<file path="config.mk">
export PLATFORM = sky130hd
export DESIGN_NAME = odd_even_sort_buffer_flat
export DESIGN_NICKNAME = d
export VERILOG_FILES = /design/src/rtl/sort_pkg.sv /design/src/rtl/odd_even_sort_buffer_if.sv /design/src/rtl/cmp_exchange.sv /design/src/rtl/odd_even_sort_buffer.sv /design/src/flat_wrapper.sv
export SDC_FILE = /design/constraint.sdc
export NUM_CORES = 1
export LEC_CHECK = 0
export ABC_AREA = 1
export CAP_MARGIN = 20
export CORE_ASPECT_RATIO = 0.8
export CORE_MARGIN = 3
export CORE_UTILIZATION = 30
export CTS_BUF_LIST = sky130_fd_sc_hd__clkbuf_8
export DETAILED_ROUTE_END_ITERATION = 10
export HOLD_SLACK_MARGIN = 0.06
export PLACE_DENSITY = 0.44
export SYNTH_ARGS = -nofsm -noshare
export SYNTH_HDL_FRONTEND = slang
export SYNTH_SLANG_ARGS = --single-unit
</file>
<file path="constraint.sdc">
create_clock -name clk -period 4.5 [get_ports clk]
set_input_delay 0.675 -clock clk [delete_from_list [all_inputs] [get_ports clk]]
set_output_delay 0.675 -clock clk [all_outputs]
set_load 0.05 [all_outputs]
</file>
<file path="src/rtl/sort_pkg.sv">
// Shared types and helpers for the odd-even transposition sort buffer.
// Build option: define ODD_EVEN_SORT_DESCEND_EN to sort in descending order.
package sort_pkg;

    typedef enum logic [1:0] {
        IDLE = 2'd0,
        FILL = 2'd1,
        SORT = 2'd2,
        DONE = 2'd3
    } sort_buf_state_t;

    localparam int SORT_N_DEFAULT = 8;
    localparam int SORT_W_DEFAULT = 8;

    // Operands are zero-extended to this width so one function serves any W up to it.
    localparam int CMP_W = 64;

    function automatic logic cmp_swap_f(input logic [CMP_W-1:0] a, input logic [CMP_W-1:0] b);
`ifdef ODD_EVEN_SORT_DESCEND_EN
        return a < b;
`else
        return a > b;
`endif
    endfunction

endpackage

</file>
<file path="src/rtl/odd_even_sort_buffer_if.sv">
// Stream-in and indexed read-out signals of the sort buffer.
interface odd_even_sort_buffer_if #(
    parameter int N  = 8,
    parameter int W  = 8,
    parameter int IW = $clog2(N)
) ();

    // Upstream handshake: a word transfers on a rising edge where in_valid && in_ready;
    // in_ready never waits on in_valid. Reads: rd_en is a request, dout/dout_valid follow one edge later.
    logic          in_valid;
    logic [W-1:0]  din;
    logic          in_ready;
    logic          rd_en;
    logic [IW-1:0] rd_idx;
    logic [W-1:0]  dout;
    logic          dout_valid;

    modport master (
        output in_valid, din, rd_en, rd_idx,
        input  in_ready, dout, dout_valid
    );

    modport slave (
        input  in_valid, din, rd_en, rd_idx,
        output in_ready, dout, dout_valid
    );

endinterface

</file>
<file path="src/rtl/cmp_exchange.sv">
// Two-input compare-and-swap; passes inputs straight through when disabled.
module cmp_exchange
    import sort_pkg::*;
#(
    parameter int W = 8
) (
    input  logic         en,
    input  logic [W-1:0] x0,
    input  logic [W-1:0] x1,
    output logic [W-1:0] y0,
    output logic [W-1:0] y1
);

    logic swap;

    assign swap = en && cmp_swap_f(CMP_W'(x0), CMP_W'(x1));
    assign y0   = swap ? x1 : x0;
    assign y1   = swap ? x0 : x1;

endmodule

</file>
<file path="src/rtl/odd_even_sort_buffer.sv">
// Fills N words from a stream, sorts them in place by odd-even transposition
// (one phase per clock), then serves them by index. Order set by ODD_EVEN_SORT_DESCEND_EN.
module odd_even_sort_buffer
    import sort_pkg::*;
#(
    parameter int N  = SORT_N_DEFAULT,
    parameter int W  = SORT_W_DEFAULT,
    parameter int IW = $clog2(N)
) (
    input  logic                     clk,
    input  logic                     reset,
    input  logic                     load,
    input  logic                     wd1,
    output logic                     full,
    odd_even_sort_buffer_if.slave    bus,
    output sort_buf_state_t          dbg_state,
    output logic [$clog2(N+1)-1:0]   dbg_count
);

    localparam int CW = $clog2(N + 1);
    localparam int PW = $clog2(N);

    sort_buf_state_t state;
    logic [CW-1:0]   count;
    logic [PW-1:0]   phase;
    logic            arm;
    logic            full_q;
    logic [W-1:0]    dout_q;
    logic            dout_valid_q;

    logic [W-1:0]    slot     [N];
    logic [W-1:0]    sort_nxt [N];
    logic [W-1:0]    pair_y0  [N-1];
    logic [W-1:0]    pair_y1  [N-1];
    logic [N-2:0]    pair_en;

    logic            in_ready;
    logic            wr_fire;
    logic [CW-1:0]   count_nxt;
    logic            fill_done;
    logic            last_phase;
    logic [W-1:0]    rd_data;

    assign in_ready   = (state == FILL) && (count < CW'(N));
    assign wr_fire    = in_ready && bus.in_valid;
    assign count_nxt  = count + CW'(wr_fire);
    // A write on the same edge counts towards completing the fill.
    assign fill_done  = (arm || wd1) && (count_nxt == CW'(N));
    assign last_phase = (phase == PW'(N - 1));

    // Pair i spans slots (i, i+1); even pairs run on even phases, odd pairs on odd phases.
    for (genvar i = 0; i < N - 1; i++) begin : g_pair
        assign pair_en[i] = (state == SORT) && (phase[0] == 1'(i % 2));

        cmp_exchange #(.W(W)) u_cmp (
            .en (pair_en[i]),
            .x0 (slot[i]),
            .x1 (slot[i+1]),
            .y0 (pair_y0[i]),
            .y1 (pair_y1[i])
        );
    end

    always_comb begin
        for (int j = 0; j < N; j++) begin
            sort_nxt[j] = slot[j];
        end
        for (int i = 0; i < N - 1; i++) begin
            if (pair_en[i]) begin
                sort_nxt[i]   = pair_y0[i];
                sort_nxt[i+1] = pair_y1[i];
            end
        end
    end

    // Out-of-range indices read as zero.
    always_comb begin
        rd_data = '0;
        for (int j = 0; j < N; j++) begin
            if (bus.rd_idx == IW'(j)) begin
                rd_data = slot[j];
            end
        end
    end

    // Storage carries no reset; its contents are meaningless until a fill completes.
    always_ff @(posedge clk) begin
        if (!reset && !load) begin
            if (wr_fire) begin
                for (int j = 0; j < N; j++) begin
                    if (count == CW'(j)) begin
                        slot[j] <= bus.din;
                    end
                end
            end else if (state == SORT) begin
                for (int j = 0; j < N; j++) begin
                    slot[j] <= sort_nxt[j];
                end
            end
        end
    end

    always_ff @(posedge clk) begin
        if (reset) begin
            state        <= IDLE;
            count        <= '0;
            phase        <= '0;
            arm          <= 1'b0;
            full_q       <= 1'b0;
            dout_q       <= '0;
            dout_valid_q <= 1'b0;
        end else if (load) begin
            state        <= FILL;
            count        <= '0;
            phase        <= '0;
            arm          <= 1'b0;
            full_q       <= 1'b0;
            dout_valid_q <= 1'b0;
        end else begin
            dout_valid_q <= 1'b0;
            case (state)
                IDLE: begin
                end
                FILL: begin
                    count <= count_nxt;
                    if (wd1) begin
                        arm <= 1'b1;
                    end
                    if (fill_done) begin
                        state <= SORT;
                        phase <= '0;
                    end
                end
                SORT: begin
                    phase <= phase + PW'(1);
                    if (last_phase) begin
                        state  <= DONE;
                        phase  <= '0;
                        full_q <= 1'b1;
                    end
                end
                DONE: begin
                    if (bus.rd_en) begin
                        dout_q       <= rd_data;
                        dout_valid_q <= 1'b1;
                    end
                end
                default: begin
                    state <= IDLE;
                end
            endcase
        end
    end

    assign full           = full_q;
    assign bus.in_ready   = in_ready;
    assign bus.dout       = dout_q;
    assign bus.dout_valid = dout_valid_q;
    assign dbg_state      = state;
    assign dbg_count      = count;

endmodule

</file>
<file path="src/flat_wrapper.sv">
// flat-port wrapper written by rule: the top's interface ports become plain ports
module odd_even_sort_buffer_flat import sort_pkg::*;
#(
    parameter int N  = SORT_N_DEFAULT,
    parameter int W  = SORT_W_DEFAULT,
    parameter int IW = $clog2(N)
)
  (clk, reset, load, wd1, full, dbg_state, dbg_count, bus_in_valid, bus_din, bus_rd_en, bus_rd_idx, bus_in_ready, bus_dout, bus_dout_valid);
  odd_even_sort_buffer_if #(.N(N), .W(W), .IW(IW)) bus_i ();
  input  logic clk;
  input  logic reset;
  input  logic load;
  input  logic wd1;
  output logic full;
  output sort_buf_state_t dbg_state;
  output logic [$clog2(N+1)-1:0] dbg_count;
  input wire logic [$bits(bus_i.in_valid)-1:0] bus_in_valid;
  input wire logic [$bits(bus_i.din)-1:0] bus_din;
  input wire logic [$bits(bus_i.rd_en)-1:0] bus_rd_en;
  input wire logic [$bits(bus_i.rd_idx)-1:0] bus_rd_idx;
  output wire logic [$bits(bus_i.in_ready)-1:0] bus_in_ready;
  output wire logic [$bits(bus_i.dout)-1:0] bus_dout;
  output wire logic [$bits(bus_i.dout_valid)-1:0] bus_dout_valid;
  assign bus_i.in_valid = bus_in_valid;
  assign bus_i.din = bus_din;
  assign bus_i.rd_en = bus_rd_en;
  assign bus_i.rd_idx = bus_rd_idx;
  assign bus_in_ready = bus_i.in_ready;
  assign bus_dout = bus_i.dout;
  assign bus_dout_valid = bus_i.dout_valid;
  odd_even_sort_buffer #(.N(N), .W(W), .IW(IW)) u_core (.clk(clk), .reset(reset), .load(load), .wd1(wd1), .full(full), .bus(bus_i), .dbg_state(dbg_state), .dbg_count(dbg_count));
endmodule
</file>
; After elaboration in Yosys (flattened, before gate mapping)
; Memories as Yosys holds them, arrays and structs flattened.
; Cells that the tools add are included.
[word_totals]
regBits = 20
ramBits = 64
mem_count = 1
[op_classes]
n_addsub = 2
order_cmp = 8
eq_ne = 23
mux = 81
bitwise_logic = 11
n_reduce_logical = 28
[memory_table]
columns = name, depth, word_bits, read_ports, rd_clocked_by_memory_dff, wr, line_no
row1 = u_core.slot, 8, 8, 8, 0, 8, odd_even_sort_buffer.sv:31  ; logic [W-1:0] slot [N];
[ops]
columns = cell, count
row1 = 8-bit 2-to-1 mux, 30
row2 = 16-bit 2-to-1 mux, 7
row3 = 8-bit greater-than comparator, 7
row4 = 1-bit 2-to-1 mux, 38
row5 = "4-bit by 3-bit == test with 1-bit output, second input constant", 4
row6 = "3-bit == test, second input constant", 5
row7 = 1-bit logical AND, 13
row8 = 3-bit AND reduction, 3
row9 = "4-bit by 2-bit == test with 1-bit output, second input constant", 2
row10 = 1-bit bitwise OR, 8
row11 = "3-bit by 2-bit == test with 1-bit output, second input constant", 2
row12 = 3-bit 2-to-1 mux, 2
row13 = "3-bit by 2-bit != test with 1-bit output, second input constant", 2
row14 = 3-bit case mux with 2 select lines, 1
row15 = 2-bit AND reduction, 3
row16 = 4-bit by 1-bit adder with 4-bit output, 1
row17 = "2-bit == test, second input constant", 2
row18 = "4-bit by 1-bit == test with 1-bit output, second input constant", 1
row19 = "4-bit == test, second input constant", 1
row20 = 4-bit zero test, 1
row21 = "4-bit < comparator, second input constant", 1
row22 = 2-bit 2-to-1 mux, 2
row23 = "2-bit by 1-bit != test with 1-bit output, second input constant", 2
row24 = 2-bit case mux with 2 select lines, 1
row25 = 11 further kinds, 14

; Depth between registers and ports, before layout
; Gate-level depths: netlist (run 1).
[depth]
ltp_word = 12
mapped_depth = 15

; Cells and area by module
; Synthesis (run 1) repeated with hierarchy kept, for this count alone.
[hier_totals]
cells_unflattened = 1190
area_unflattened_um2 = 8206.6
[modules_own_cells]
columns = mod, n_inst, cells_each, area_each_um2, seq_area_each_um2
row1 = odd_even_sort_buffer, 1, 567, 4728.3, 2322.2
row2 = cmp_exchange at u_core.g_pair[0].u_cmp ..., 6, 89, 498.0, 0.0
row3 = cmp_exchange at u_core.g_pair[3].u_cmp, 1, 89, 490.5, 0.0

; Worst setup path after synthesis (run 1)
; OpenSTA, ideal clock, no wires.
[synth_timing]
path_type = reg-to-reg
from = register u_core.state[1] (netlist: u_core.dbg_state[1])
to = memory u_core.slot[0][0], enable pin
setup_time_ns = 0.384
arrival_time_ns = 2.478
required_time_ns = 4.116
path_slack_ns = 1.638
stages_incl_launch_ff = 11
path_buffers = 1
synth_period_minus_slack_ns = 2.862
path_cell_list = dfxtp_1 > inv_1 > ha_1 > nand3_1 > inv_1 > nand3_1 > nand2_1 > inv_1 > nand2_2 > buf_2 > o21ai_0
[synth_rtl]
columns = item, line_no
row1 = start: declaration, odd_even_sort_buffer.sv:23  ; sort_buf_state_t state;
row2 = start signal: assignment, odd_even_sort_buffer.sv:105  ; state <= IDLE;
row3 = start signal: assignment, odd_even_sort_buffer.sv:113  ; state <= FILL;
row4 = start signal: assignment, odd_even_sort_buffer.sv:130  ; state <= SORT;
row5 = end: declaration, odd_even_sort_buffer.sv:31

==> impl_metrics.sql, run 1 <==
INSERT INTO impl_metrics (metric_group, metric, value, unit) VALUES
('status', 'outcome', 'finished clean', ''),
('route', 'detail_route.wirelength', '21000', 'um'),
('die', 'floorplan.die.height', '135', 'um'),
('clock_tree', 'cts_root_buffer', 'sky130_fd_sc_hd__clkbuf_8', ''),
('finish', 'post_route_cells_drive_above_1_share', '5.01', '%'),
('power_and_ir_drop', 'finalPower', '1670', 'uW'),
('route', 'avgViaCountPerCell', '5.15', ''),
('timing', 'finalSetupViolCount', '0', ''),
('power_and_ir_drop', 'power.share.combinational', '13.4', '%'),
('power_and_ir_drop', 'cell_internal_pwr', '1180', 'uW'),
('finish', 'final_net_count', '935', ''),
('synth', 'synth-seq-cells', '84', ''),
('clock_tree', 'postCtsHoldBufs', '0', ''),
('finish', 'flow.area_growth_from_synthesis', '13.1', '%'),
('clock_tree', 'postCtsResizedCells', '0', ''),
('finish', 'design_area', '7040', 'sq um'),
('synth', 'yosys_warnings', '0', ''),
('die', 'initial_core_util', '31.0', '%'),
('placed_design', 'placed_cells', '1107', ''),
('grt', 'grt_max_degree', '52', ''),
('synth', 'avgSynthCellArea', '7.52', 'sq um'),
('setup_path', 'setup.worst_path.start_class', 'input port', ''),
('placed_design', 'total_of_buffers_placed_on_input_and_output_ports', '33', ''),
('clock_tree', 'insertion_delay_to_the_later_sink_of_the_worst_skew_pair', '390', 'ps'),
('clock_tree', 'clock_sink_count', '84', ''),
('grt', 'busiest_layer', 'met1', ''),
('die', 'placementRows', '46', ''),
('grt', 'grt.total_usage', '18.9', '%'),
('route', 'initialDrtViolationCount', '546', ''),
('timing', 'max_clock_freq', '289', 'MHz'),
('synth', 'postSynthCellCount', '828', ''),
('clock_tree', 'tritoncts', 'done', ''),
('power_and_ir_drop', 'part_of_the_power_in_registers', '51.2', '%'),
('grt', 'grt_use_met3', '3.31', '%'),
('die', 'fp.coreArea', '20100', 'sq um'),
('synth', 'syn-num-nets', '909', ''),
('power_and_ir_drop', 'cellLeakagePower', '0.00298', 'uW'),
('route', 'drc', '0', ''),
('timing', 'timing.hold.ws', '470', 'ps'),
('route', 'route.vias.total', '5787', ''),
('finish', 'layout.cells.non_filler', '1123', ''),
('die', 'pin_count', '34', ''),
('timing', 'final_hold_viol_count', '0', ''),
('route', 'drt.antenna.violating_nets', '0', ''),
('finish', 'fill_cells', '2143', ''),
('finish', 'n_antenna_cell', '0', ''),
('grt', 'grt_first_pass_wirelength', '32800', 'um'),
('grt', 'number_of_global_route_vias_before_repair', '5542', ''),
('run', 'max_cap_viol_count', '0', ''),
('die', 'die_x', '167', 'um'),
('power_and_ir_drop', 'power_switching_share', '29.1', '%'),
('setup_path', 'crit_required', '4510', 'ps'),
('setup_path', 'worst-path-max-fanout', '51', ''),
('grt', 'grt_antenna_before_repair', '0', ''),
('clock_tree', 'cts_inserted_buffers', '9', ''),
('clock_tree', 'clk_pin_slew_worst_paths', '90', 'ps'),
('worst_hold_path', 'min_delay_path_depth', '2', ''),
('setup_path', 'cp-end-kind', 'register', ''),
('timing', 'max-slew-margin-rel', '37.4', '%'),
('grt', 'met1_usage', '29.3', '%'),
('timing', 'rsz0062_at_grt', 'no', ''),
('die', 'design.die.area', '22500', 'sq um'),
('setup_path', 'r2r_cells', '13', ''),
('synth', 'synthDistinctLibCells', '31', ''),
('synth', 'yosysSeqAreaShare', '37.3', '%'),
('power_and_ir_drop', 'power.clock.fraction', '35.3', '%'),
('power_and_ir_drop', 'power_per_cell_area', '237', 'nW/um^2'),
('timing', 'fin_crit', '3460', 'ps'),
('finish', 'multiInputGateArea', '3330', 'sq um'),
('clock_tree', 'htree_levels', '3', ''),
('placed_design', 'post_dp_cell_area', '6840', 'sq um');
-- power by group through the flow --
stage | clock network, uW | registers (uW) | logic, uW
6_report | 590 | 855 | 224
3_5_place_dp | 0 | 873 | 223
4_1_cts | 603 | 855 | 224
5_1_grt | 633 | 857 | 249
3_3_place_gp | 0 | 873 | 225
2_1_floorplan | 0 | 880 | 129
-- registers in the layout, summed over array words and instances (netlist names) --
name,cells
u_core.bus.dout,8
u_core.dbg_state,2
u_core.phase,3
u_core.full,1
u_core.dbg_count,4
u_core.arm,1
u_core.slot,64
u_core.bus.dout_valid,1
-- layout make-up --
type                            instances  area share, %
Multi-Input combinational cell        601           47.4
Clock buffer                           10           1.96
Timing Repair Buffer                   47           6.19
Inverter                              111           5.95
Sequential cell                        84           33.0
Tap cell                              264           4.69
Clock inverter                          6          0.871
-- cells in the final DEF, fill, tap and decap left out, drive strengths merged, types with 7 or more instances in the layout --
cell           netlist  final
a21oi               75     75
o22ai               40     40
o21ai               33     33
nand4               27     27
nand3               68     68
clkdlybuf4s50        0     33
clkbuf              21     10
a211oi               7      7
nand2              202    202
buf                 11     14
inv                109    110
nor2                64     64
edfxtp              64     64
ha                  64     64
dfxtp               20     20
nor3                 8      8
-- final timing paths --
path | slack (ps) | endpoint | startpoint
max | 1040 | u_core.slot[0][27]$_DFFE_PP_ | load
min | 470 | u_core.bus.dout[1]$_SDFFE_PP0P_ | u_core.bus.dout[1]$_SDFFE_PP0P_
max reg2reg | 1110 | u_core.slot[0][27]$_DFFE_PP_ | u_core.dbg_state[1]$_SDFFE_PP0P_
min reg2reg | 470 | u_core.bus.dout[1]$_SDFFE_PP0P_ | u_core.bus.dout[1]$_SDFFE_PP0P_
-- synth_stat cells --
master                     count  area share [%]
sky130_fd_sc_hd__nand2_1     200              12
sky130_fd_sc_hd__edfxtp_1     64              31
sky130_fd_sc_hd__inv_1       105             6.3
sky130_fd_sc_hd__a211oi_1      4            0.48
sky130_fd_sc_hd__nand3_1      68             5.5
sky130_fd_sc_hd__o211ai_1      1            0.12
sky130_fd_sc_hd__nor2_4        1            0.18
sky130_fd_sc_hd__nor3_4        1            0.26
sky130_fd_sc_hd__nand3b_1      1            0.12
sky130_fd_sc_hd__inv_2         3            0.18
sky130_fd_sc_hd__a31oi_1       3            0.30
sky130_fd_sc_hd__nor3_2        1            0.16
sky130_fd_sc_hd__o21a_1        5            0.60
sky130_fd_sc_hd__ha_1         64              13
sky130_fd_sc_hd__buf_2         8            0.64
sky130_fd_sc_hd__buf_6         3            0.54
sky130_fd_sc_hd__o21ai_0      32             2.6
sky130_fd_sc_hd__clkinv_1      2            0.12
sky130_fd_sc_hd__a21oi_1      75             6.0
sky130_fd_sc_hd__dfxtp_1      20             6.4
sky130_fd_sc_hd__clkbuf_1     21             1.3
sky130_fd_sc_hd__o21ai_1       1           0.080
sky130_fd_sc_hd__inv_4         1            0.10
sky130_fd_sc_hd__o22ai_1      40             4.0
sky130_fd_sc_hd__nor2_1       63             3.8
sky130_fd_sc_hd__a41oi_1       1            0.14
sky130_fd_sc_hd__nand2_2       2            0.20
sky130_fd_sc_hd__a211oi_2      3            0.60
sky130_fd_sc_hd__o21bai_1      2            0.24
sky130_fd_sc_hd__nand4_1      27             2.7
sky130_fd_sc_hd__nor3_1        6            0.48
-- critical path, cell delays in order --
cell and delay, ps:
sky130_fd_sc_hd__clkdlybuf4s50_1 580, sky130_fd_sc_hd__nor2_4 80, sky130_fd_sc_hd__nand2_1 80, sky130_fd_sc_hd__nor2_1 40
sky130_fd_sc_hd__buf_4 180, sky130_fd_sc_hd__nand2_1 310, sky130_fd_sc_hd__nand2_1 120, sky130_fd_sc_hd__nor2_1 130
sky130_fd_sc_hd__nand2_2 100, sky130_fd_sc_hd__buf_4 310, sky130_fd_sc_hd__nand3_1 170, sky130_fd_sc_hd__nand2_1 70
sky130_fd_sc_hd__nor2_1 590
-- through the flow --
step | utilization [%] | setup WS [ps]
2_1_floorplan | - | 1640
3_3_place_gp | 34.1 | 678
3_5_place_dp | 34.1 | 665
4_1_cts | 35.0 | 1080
5_1_grt | 35.0 | 742
6_report | 35.0 | 1040
-- cells by family (layout without fill, tap and decap cells) --
kind of cell / count (synthesis) / count (layout) / synth area share [%]
AO/OA/AOI/OAI: 167 / 167 / 15.2
flip-flops: 84 / 84 / 37.3
buffers and inverters: 143 / 174 / 9.19
adder cells (fa/ha/maj): 64 / 64 / 12.9
AND/OR/NAND/NOR: 370 / 370 / 25.4
-- per-layer routing --
layer / part of all wire, % / vias up / wire [um]
met5: 0 / - / 0
met4: 0.97 / 0 / 204
met3: 5.6 / 12 / 1190
met2: 42 / 178 / 8730
met1: 52 / 2707 / 10900
li1: - / 2890 / -
No activity file was read; power rests on OpenSTA's default activity.
==> run 2, diff against run 1 <==
==> constraint.sdc (replaced) <==
create_clock -name clk -period 3.2 [get_ports clk]
set_input_delay 0.48 -clock clk [delete_from_list [all_inputs] [get_ports clk]]
set_output_delay 0.48 -clock clk [all_outputs]
set_load 0.05 [all_outputs]
==> impl_metrics.sql, run 2 (synthesis gave the netlist of run 1 again) <==
INSERT INTO impl_metrics (metric_group, metric, value, unit) VALUES
('power_and_ir_drop', 'power.share.combinational', '12.9', '%'),
('finish', 'final_net_count', '949', ''),
('die', 'placementRows', '46', ''),
('route', 'drtPass1Iterations', '5', ''),
('clock_tree', 'clock_sink_count', '84', ''),
('setup_path', 'crit_required', '2720', 'ps'),
('grt', 'grt_first_pass_wirelength', '31700', 'um'),
('finish', 'n_antenna_cell', '0', ''),
('timing', 'max_clock_freq', '366', 'MHz'),
('route', 'drt.antenna.violating_nets', '0', ''),
('setup_path', 'path_type_of_the_worst_setup_path', 'reg2out', ''),
('finish', 'top_register', 'u_core.slot', ''),
('finish', 'final_util', '35.7', '%'),
('power_and_ir_drop', 'cellLeakagePower', '0.00307', 'uW'),
('finish', 'post_route_cells_drive_above_1_share', '6.53', '%'),
('grt', 'grt-ovfl-total', '0', ''),
('finish', 'layout_common_cells', '199 x sky130_fd_sc_hd__nand2_1, 105 x sky130_fd_sc_hd__inv_1, 75 x sky130_fd_sc_hd__a21oi_1', ''),
('status', 'outcome', 'finished clean', ''),
('timing', 'fin_crit', '2730', 'ps'),
('setup_path', 'setup.worst_path.start_class', 'register', ''),
('clock_tree', 'postCtsHoldBufs', '0', ''),
('timing', 'final_hold_viol_count', '0', ''),
('power_and_ir_drop', 'power.clock.fraction', '37.8', '%'),
('power_and_ir_drop', 'cell_internal_pwr', '1760', 'uW'),
('power_and_ir_drop', 'part_of_the_power_in_registers', '49.2', '%'),
('power_and_ir_drop', 'power.net_switching', '683', 'uW'),
('grt', 'number_of_global_route_vias_before_repair', '5639', ''),
('setup_path', 'cp-end-kind', 'output pin', ''),
('route', 'initialDrtViolationCount', '508', ''),
('clock_tree', 'tritoncts', 'done', ''),
('clock_tree', 'cts_inserted_buffers', '9', ''),
('timing', 'final_max_slew_viol_count', '0', ''),
('grt', 'grt_max_degree', '33', ''),
('timing', 'tightestPinTransition', '649', 'ps'),
('clock_tree', 'clockBufferDepth', '2', ''),
('route', 'detail_route.wirelength', '19900', 'um'),
('power_and_ir_drop', 'power_per_cell_area', '340', 'nW/um^2'),
('placed_design', 'hpwlAfterDp', '15400', 'um'),
('clock_tree', 'postCtsSetupRepairBufs', '0', ''),
('route', 'drc', '0', ''),
('die', 'pin_count', '34', ''),
('die', 'initial_core_util', '31.0', '%'),
('die', 'design.die.area', '22500', 'sq um'),
('timing', 'max-slew-margin-rel', '56.6', '%'),
('timing', 'clock-skew-final', '18.9', 'ps'),
('placed_design', 'total_of_buffers_placed_on_input_and_output_ports', '33', ''),
('timing', 'finalSetupViolCount', '0', ''),
('finish', 'final_common_cell', 'sky130_fd_sc_hd__nand2_1', ''),
('run', 'max_cap_viol_count', '0', ''),
('clock_tree', 'clk_pin_slew_worst_paths', '90', 'ps'),
('power_and_ir_drop', 'power_switching_share', '28.0', '%'),
('route', 'route.vias.total', '5738', ''),
('setup_path', 'critical_path_arrival', '2250', 'ps'),
('clock_tree', 'htree_levels', '3', ''),
('route', 'avgViaCountPerCell', '5.05', ''),
('die', 'floorplan.die.height', '135', 'um'),
('timing', 'accumulated_negative_setup_slack', '0', 'ps'),
('timing', 'layout_worst_path_cycle_share', '85.4', '%'),
('finish', 'fill_cells', '2148', ''),
('setup_path', 'worst-path-max-fanout', '11', ''),
('finish', 'largest_register_ff_count', '64', ''),
('grt', 'grt_antenna_before_repair', '0', ''),
('placed_design', 'gpl.final_weighted_congestion', '0.822', ''),
('clock_tree', 'postCtsResizedCells', '0', ''),
('timing', 'rsz0062_at_grt', 'no', ''),
('clock_tree', 'insertion_delay_to_the_later_sink_of_the_worst_skew_pair', '380', 'ps'),
('route', 'average_wire_length_per_cell_after_detail_routing', '17.5', 'um'),
('worst_hold_path', 'hold_class', 'reg2reg', ''),
('clock_tree', 'cts_root_buffer', 'sky130_fd_sc_hd__clkbuf_8', ''),
('grt', 'grt.total_usage', '17.9', '%'),
('die', 'die_x', '167', 'um'),
('die', 'fp.coreArea', '20100', 'sq um'),
('power_and_ir_drop', 'highest_ir_drop_seen_on_vdd', '0.000199', 'V'),
('finish', 'flow.area_growth_from_synthesis', '15.3', '%');
[run 2: cell types whose count changed in the layout (fill, tap and decap cells not counted), sizes merged]
cell	before	now
bufinv	1	2
inv	110	111
buf	14	28
clkinv	5	3
[run 2: metal layers]
metal	part of all wire, %	GRT usage (%)	vias to the layer above	wire length [um]
met2	43	28.0	132	8630
met3	5.3	3.66	14	1040
met4	1.1	2.84	0	210
met1	50	26.2	2673	9980
li1	-	-	2919	-
met5	0	0	-	0
[run 2: path summary, 6_finish.rpt]
kind	start	to	slack (ps)	cells after the start
max	u_core.dbg_state[0]$_SDFFE_PP0P_	bus_in_ready	470	4
max reg2reg	u_core.dbg_state[0]$_SDFFE_PP0P_	u_core.slot[0][11]$_DFFE_PP_	620	12
min	u_core.bus.dout[1]$_SDFFE_PP0P_	u_core.bus.dout[1]$_SDFFE_PP0P_	470	2
min reg2reg	u_core.bus.dout[1]$_SDFFE_PP0P_	u_core.bus.dout[1]$_SDFFE_PP0P_	470	2
[run 2: power groups by stage]
stage | logic [uW] | registers, uW | clock network (uW)
after global routing | 354 | 1200 | 997
final | 316 | 1200 | 922
after global placement | 319 | 1230 | 0
after CTS | 318 | 1200 | 958
after floorplan | 181 | 1240 | 0
after detailed placement | 317 | 1230 | 0
[run 2: area by class of cell]
class / instances / area (sq um) / share of cell area [%]
clock buffer: 10 / 138 / 1.92
clock inverter: 6 / 93.8 / 1.31
inverter: 111 / 419 / 5.84
multi-input combinational: 601 / 3330 / 46.4
sequential: 84 / 2320 / 32.4
tap: 264 / 330 / 4.60
timing repair buffer: 61 / 541 / 7.53
[run 2: through the flow]
step	hold slack (ps)	cell area (sq um)	cells	total power, uW	worst slack, ps
6_report	469	7180	1137	2440	468
4_1_cts	473	7180	1137	2480	399
3_5_place_dp	456	6950	1121	1540	247
2_1_floorplan	431	6220	828	1420	338
5_1_grt	501	7180	1137	2560	201
3_3_place_gp	449	6950	1121	1550	331
[run 2: critical path: stages (launching register included)]
cell,delay (ps)
sky130_fd_sc_hd__dfxtp_1,410
sky130_fd_sc_hd__ha_1,300
sky130_fd_sc_hd__inv_1,210
sky130_fd_sc_hd__nor2_1,130
sky130_fd_sc_hd__clkdlybuf4s50_1,810
==> run 3, diff against run 2 <==
--- a/config.mk
+++ b/config.mk
@@ -17,3 +17,4 @@
 export SYNTH_ARGS = -nofsm -noshare
 export SYNTH_HDL_FRONTEND = slang
 export SYNTH_SLANG_ARGS = --single-unit
+export TNS_END_PERCENT = 10
==> results of run 3 <==
No change in the layout: final DEF, timing and power equal those of run 2.
